File: config.mk
export PLATFORM = sky130hd
export DESIGN_NAME = alu_rr_scheduler
export DESIGN_NICKNAME = d
export VERILOG_FILES = /design/src/rtl/alu_pkg.sv /design/src/rtl/rr_arbiter.sv /design/src/rtl/alu_rr_scheduler.sv
export SDC_FILE = /design/constraint.sdc
export NUM_CORES = 1
export LEC_CHECK = 0
export CORE_MARGIN = 2
export CORE_UTILIZATION = 52
export CTS_BUF_LIST = sky130_fd_sc_hd__clkbuf_8
export CTS_CLUSTER_DIAMETER = 120
export DETAILED_ROUTE_END_ITERATION = 16
export PLACE_DENSITY = 0.88
export SLEW_MARGIN = 25
export SYNTH_ARGS = -nofsm -noshare
export SYNTH_HDL_FRONTEND = slang
export SYNTH_SLANG_ARGS = --single-unit
File: constraint.sdc
create_clock -name clk -period 4.3 [get_ports clk]
set_input_delay 1.075 -clock clk [delete_from_list [all_inputs] [get_ports clk]]
set_output_delay 1.075 -clock clk [all_outputs]
set_load 0.02 [all_outputs]
File: src/rtl/alu_pkg.sv
// Shared ALU definitions: op-code and scheduler state enums, plus the common
// add/sub/and/or evaluation used by every block that time-shares the ALU.
package alu_pkg;

  localparam int ALU_MAX_W = 32;

  typedef enum logic [1:0] {
    ALU_ADD = 2'b00,
    ALU_SUB = 2'b01,
    ALU_AND = 2'b10,
    ALU_OR  = 2'b11
  } alu_op_e;

  typedef enum logic [1:0] {
    ST_IDLE = 2'd0,
    ST_EXEC = 2'd1,
    ST_RESP = 2'd2
  } state_e;

  // Callers zero-extend W-bit operands; bit W of the return value is then the
  // carry (add) or borrow (sub), and zero for the bitwise ops.
  function automatic logic [ALU_MAX_W:0] alu_compute(
    input alu_op_e                op,
    input logic [ALU_MAX_W-1:0]   a,
    input logic [ALU_MAX_W-1:0]   b
  );
    logic [ALU_MAX_W:0] ax;
    logic [ALU_MAX_W:0] bx;
    logic [ALU_MAX_W:0] r;
    ax = {1'b0, a};
    bx = {1'b0, b};
    case (op)
      ALU_ADD: r = ax + bx;
      ALU_SUB: r = ax - bx;
      ALU_AND: r = ax & bx;
      ALU_OR:  r = ax | bx;
      default: r = '0;
    endcase
    return r;
  endfunction

endpackage

File: src/rtl/rr_arbiter.sv
// Combinational round-robin arbiter: grants the first set request at or
// after ptr, wrapping at N.
module rr_arbiter #(
  parameter int N     = 4,
  parameter int IDX_W = $clog2(N)
) (
  input  logic [N-1:0]     req,
  input  logic [IDX_W-1:0] ptr,
  output logic [N-1:0]     grant,
  output logic [IDX_W-1:0] grant_idx
);

  logic [IDX_W-1:0] rot_idx [N];
  logic [N-1:0]     rot_req;

  for (genvar gi = 0; gi < N; gi++) begin : g_rot
    assign rot_idx[gi] = (int'(ptr) + gi >= N) ? IDX_W'(int'(ptr) + gi - N)
                                                : IDX_W'(int'(ptr) + gi);
    assign rot_req[gi] = req[rot_idx[gi]];
  end

  // Scan from the far end so the candidate closest to ptr is written last.
  always_comb begin
    grant     = '0;
    grant_idx = '0;
    for (int k = N - 1; k >= 0; k--) begin
      if (rot_req[k]) begin
        grant             = '0;
        grant[rot_idx[k]] = 1'b1;
        grant_idx         = rot_idx[k];
      end
    end
  end

endmodule

File: src/rtl/alu_rr_scheduler.sv
// Shares one add/sub/and/or ALU between NUM_REQ requesters: round-robin
// accept, one execute cycle, then a held response tagged with the owner ID.
module alu_rr_scheduler
  import alu_pkg::*;
#(
  parameter int NUM_REQ = 4,
  parameter int WIDTH   = 8,
  parameter int ID_W    = $clog2(NUM_REQ)
) (
  input  logic                     clk,
  input  logic                     rst_n,
  input  logic [NUM_REQ-1:0]       req_valid,
  output logic [NUM_REQ-1:0]       req_ready,
  input  logic [2*NUM_REQ-1:0]     req_op,
  input  logic [WIDTH*NUM_REQ-1:0] req_a,
  input  logic [WIDTH*NUM_REQ-1:0] req_b,
  output logic                     rsp_valid,
  input  logic                     rsp_ready,
  output logic [ID_W-1:0]          rsp_id,
  output logic [WIDTH-1:0]         rsp_result,
  output logic                     rsp_carry,
  output logic                     busy
);

  state_e           state_q, state_d;
  logic [ID_W-1:0]  rr_ptr_q, rr_ptr_d;
  alu_op_e          op_q, op_d;
  logic [WIDTH-1:0] a_q, a_d;
  logic [WIDTH-1:0] b_q, b_d;
  logic [ID_W-1:0]  id_q, id_d;
  logic             rsp_valid_q, rsp_valid_d;
  logic [WIDTH-1:0] rsp_result_q, rsp_result_d;
  logic             rsp_carry_q, rsp_carry_d;
  logic [ID_W-1:0]  rsp_id_q, rsp_id_d;

  logic [NUM_REQ-1:0] grant;
  logic [ID_W-1:0]    grant_idx;
  logic [WIDTH:0]     alu_out;

  rr_arbiter #(
    .N     (NUM_REQ),
    .IDX_W (ID_W)
  ) u_arb (
    .req       (req_valid),
    .ptr       (rr_ptr_q),
    .grant     (grant),
    .grant_idx (grant_idx)
  );

  // The only combinational input-to-output path: valid -> ready while idle.
  assign req_ready  = (state_q == ST_IDLE && rst_n) ? grant : '0;
  assign busy       = (state_q != ST_IDLE);
  assign rsp_valid  = rsp_valid_q;
  assign rsp_id     = rsp_id_q;
  assign rsp_result = rsp_result_q;
  assign rsp_carry  = rsp_carry_q;

  always_comb begin
    state_d      = state_q;
    rr_ptr_d     = rr_ptr_q;
    op_d         = op_q;
    a_d          = a_q;
    b_d          = b_q;
    id_d         = id_q;
    rsp_valid_d  = rsp_valid_q;
    rsp_result_d = rsp_result_q;
    rsp_carry_d  = rsp_carry_q;
    rsp_id_d     = rsp_id_q;
    alu_out      = '0;
    case (state_q)
      ST_IDLE: begin
        if (|req_valid) begin
          op_d     = alu_op_e'(req_op[2*int'(grant_idx) +: 2]);
          a_d      = req_a[WIDTH*int'(grant_idx) +: WIDTH];
          b_d      = req_b[WIDTH*int'(grant_idx) +: WIDTH];
          id_d     = grant_idx;
          rr_ptr_d = (int'(grant_idx) == NUM_REQ - 1) ? '0 : grant_idx + 1'b1;
          state_d  = ST_EXEC;
        end
      end
      ST_EXEC: begin
        alu_out      = (WIDTH+1)'(alu_compute(op_q, ALU_MAX_W'(a_q), ALU_MAX_W'(b_q)));
        rsp_result_d = alu_out[WIDTH-1:0];
        rsp_carry_d  = alu_out[WIDTH];
        rsp_id_d     = id_q;
        rsp_valid_d  = 1'b1;
        state_d      = ST_RESP;
      end
      ST_RESP: begin
        if (rsp_ready) begin
          rsp_valid_d = 1'b0;
          state_d     = ST_IDLE;
        end
      end
      default: state_d = ST_IDLE;
    endcase
  end

  always_ff @(posedge clk) begin
    if (!rst_n) begin
      state_q      <= ST_IDLE;
      rr_ptr_q     <= '0;
      op_q         <= ALU_ADD;
      a_q          <= '0;
      b_q          <= '0;
      id_q         <= '0;
      rsp_valid_q  <= 1'b0;
      rsp_result_q <= '0;
      rsp_carry_q  <= 1'b0;
      rsp_id_q     <= '0;
    end else begin
      state_q      <= state_d;
      rr_ptr_q     <= rr_ptr_d;
      op_q         <= op_d;
      a_q          <= a_d;
      b_q          <= b_d;
      id_q         <= id_d;
      rsp_valid_q  <= rsp_valid_d;
      rsp_result_q <= rsp_result_d;
      rsp_carry_q  <= rsp_carry_d;
      rsp_id_q     <= rsp_id_d;
    end
  end

endmodule

==> results.cfg <==
[detailed_routing]
ant_nets = 0
wire_per_inst_microns = 15.6
drc = 0
drt-pass1-iter-count = 5
drt_iter0_drc = 232
vias_per_cell = 5.80
wl_microns = 8050
vias = 2991

[critical_path]
worst_setup_path_end_kind = primary output
timing.rr.start = rr_ptr_q[1]
crit_arrival_ps = 3160
r2r-end = b_q[3]
worstSetupStartpoint = req_valid[1]
cp-start-kind = primary input
crit_fanout = 5
reg2reg_slack_ps = 1070
worstSetupPathType = in -> out
ff2ff_path_depth = 10
required_ps = 3220

[grt]
grt_pass1_wl_microns = 13200
grt_max_degree = 39
track_usage_pct = 26.0
grt_pass1_vias = 2863
grt_remaining_overflow = 0
antenna_found_initial = 0

[clock_network]
clk_pin_slew_worst_paths_ps = 70
root_buffer = clkbuf_8
h-tree-depth = 2
cts_setup_buffers = 0
ctsHoldBuffers = 0
numClockSinks = 36
tritoncts = built
cts_buffers = 5
clkLatencyLatePin_ps = 290
clockBufferDepth = 2

[sta]
fin_ws_ps = 68.4
report.final.slew_viol_count = 0
hold_viol = 0
period_share_pct = 98.4
setup_viol = 0
whs_ps = 460
fin_skew_ps = 3.84
finalSetupTns_ps = 0
min_period_ps = 4230
rsz0062_at_grt = no
relSlewSlack_pct = 37.2
fmax_ghz = 0.236
worstMarginPinSlew_ps = 939

[synth]
synthCells = 353
synth-async-reset-ratio_pct = 0
yosys-top-cells-area = dfxtp_1 24%, ha_1 7.5%, nand2_1 7.1%
synth_edf_count = 0
yosysMostFrequentCell = nand2_1
synth_cell_types = 52
yosys-top-cells-count = 57 x nand2_1, 36 x dfxtp_1, 18 x ha_1, 18 x nor2_1
ys.flop_type = dfxtp_1
synth_top_area_share_pct = 24.0
netlist_area_sq_um = 3000
ys_warn_count = 0
yosysSeqAreaShare_pct = 24.0
syn-num-nets = 451
yosysTopAreaCell = dfxtp_1
ys_seq_elements = 36
syn_avg_cell_area_sq_um = 8.51

[place]
dpl_cell_area_sq_um = 4020
dp_slack_ps = -109
dp_hpwl_microns = 6260
dpl.cell_count = 509
place.gp.congestion = 0.836
io_buffer_count = 95

[status]
status = complete, no violations

[die]
core-area_sq_um = 5540
fp.dieH_microns = 80.0
die_x_microns = 80.0
initial_core_util_pct = 54.2
ios = 96
row_count = 27
die_area_sq_um = 6400

[layout]
nNetsFinal = 542
drive_gt1_share_pct = 11.7
finalNonFillerCells = 516
diodes = 0
synthToLayoutAreaGrowth_pct = 36.9
finalInstanceArea_sq_um = 4110
utilization_pct = 74.2

[hold_path]
min_path_type = reg -> reg
worstHoldPathCells = 2
hold_start = rsp_id[1]
holdPathEnd = rsp_id[1]

[power_and_ir_drop]
p_total_mw = 2.57
power.share.sequential_pct = 22.5
power.leakage_nw = 1.70
internal_power_mw = 1.41
p_clk_share_pct = 10.1
p_sw_mw = 1.16
netSwitchingFraction_pct = 45.1
vdd_ir_drop_max_mv = 0.331
powerDensity_nw_per_um2 = 626
combPwrFrac_pct = 67.4

[job]
maxCapViolations = 0
power by group through the flow:
stage,logic [mW],registers [mW],clock network [mW]
2_1_floorplan,1.34,0.548,0
3_3_place_gp,1.65,0.575,0
3_5_place_dp,1.71,0.581,0
4_1_cts,1.73,0.574,0.259
5_1_grt,1.91,0.596,0.272
6_report,1.74,0.580,0.259
worst max-delay path by stage:
stage / endpoint
2_1_floorplan: req_ready[0]
5_1_grt: req_ready[3]
4_1_cts: req_ready[0]
3_3_place_gp: req_ready[2]
6_report: req_ready[3]
3_5_place_dp: req_ready[3]
timing repair:
| action | CTS | global route |
|---|---|---|
| gates resized for setup | 4 | 0 |
| endpoints found under the hold margin | 0 | 0 |
| setup endpoints to repair | 4 | 0 |
logic make-up after synthesis:
family | Yosys count | synth area share [%]
AND/OR/NAND/NOR | 112 | 17.0
adder cells (fa/ha/maj) | 24 | 9.83
AO/OA/AOI/OAI | 103 | 26.0
buffers and inverters | 36 | 5.91
XOR/XNOR | 10 | 2.92
multiplexers | 32 | 14.3
flip-flops | 36 | 24.0
final cells by class:
cell class / instances / area [sq um]
Sequential cell: 36 / 721
Multi-Input combinational cell: 281 / 2110
Clock buffer: 7 / 96.3
Fill cell: 403 / 1430
Timing Repair Buffer: 106 / 1040
Tap cell: 72 / 90.1
Inverter: 14 / 52.6
layer usage:
metal / share of wire, % / global-route usage (%) / up-vias
met5: 0 / 0 / -
met1: 45 / 35.3 / 1388
met2: 48 / 42.7 / 107
li1: - / - / 1485
met4: 1.6 / 8.14 / 0
met3: 5.2 / 3.28 / 11
flip-flops by register name, summed over array words and instances (netlist names):
register    flops
op_q            2
b_q             8
rsp_carry       1
rsp_id          2
a_q             8
rr_ptr_q        2
id_q            2
state_q         2
rsp_result      8
rsp_valid       1
worst max-delay path, stage by stage:
cell and delay (ps):
clkdlybuf4s50_1 440, mux4_2 530, nor2b_4 190, a22oi_1 80
o21ai_0 260, mux2i_1 120, nor2_1 90, dlygate4sd2_1 350
cells in the final DEF, fill, tap and decap left out, drive strengths merged, types with 5 or more instances in the layout:
cell type	instances
nand2b	8
a21oi	10
nand3	8
buf	11
nor2	19
o21ai	19
nor2b	10
a21boi	5
ha	18
clkdlybuf4s50	91
o221ai	18
clkbuf	7
nor3	5
maj3	5
a31oi	17
dfxtp	36
xnor2	7
a22oi	6
inv	14
mux2i	13
nand2	57
mux2	16
(Power assumes the default switching activity.)
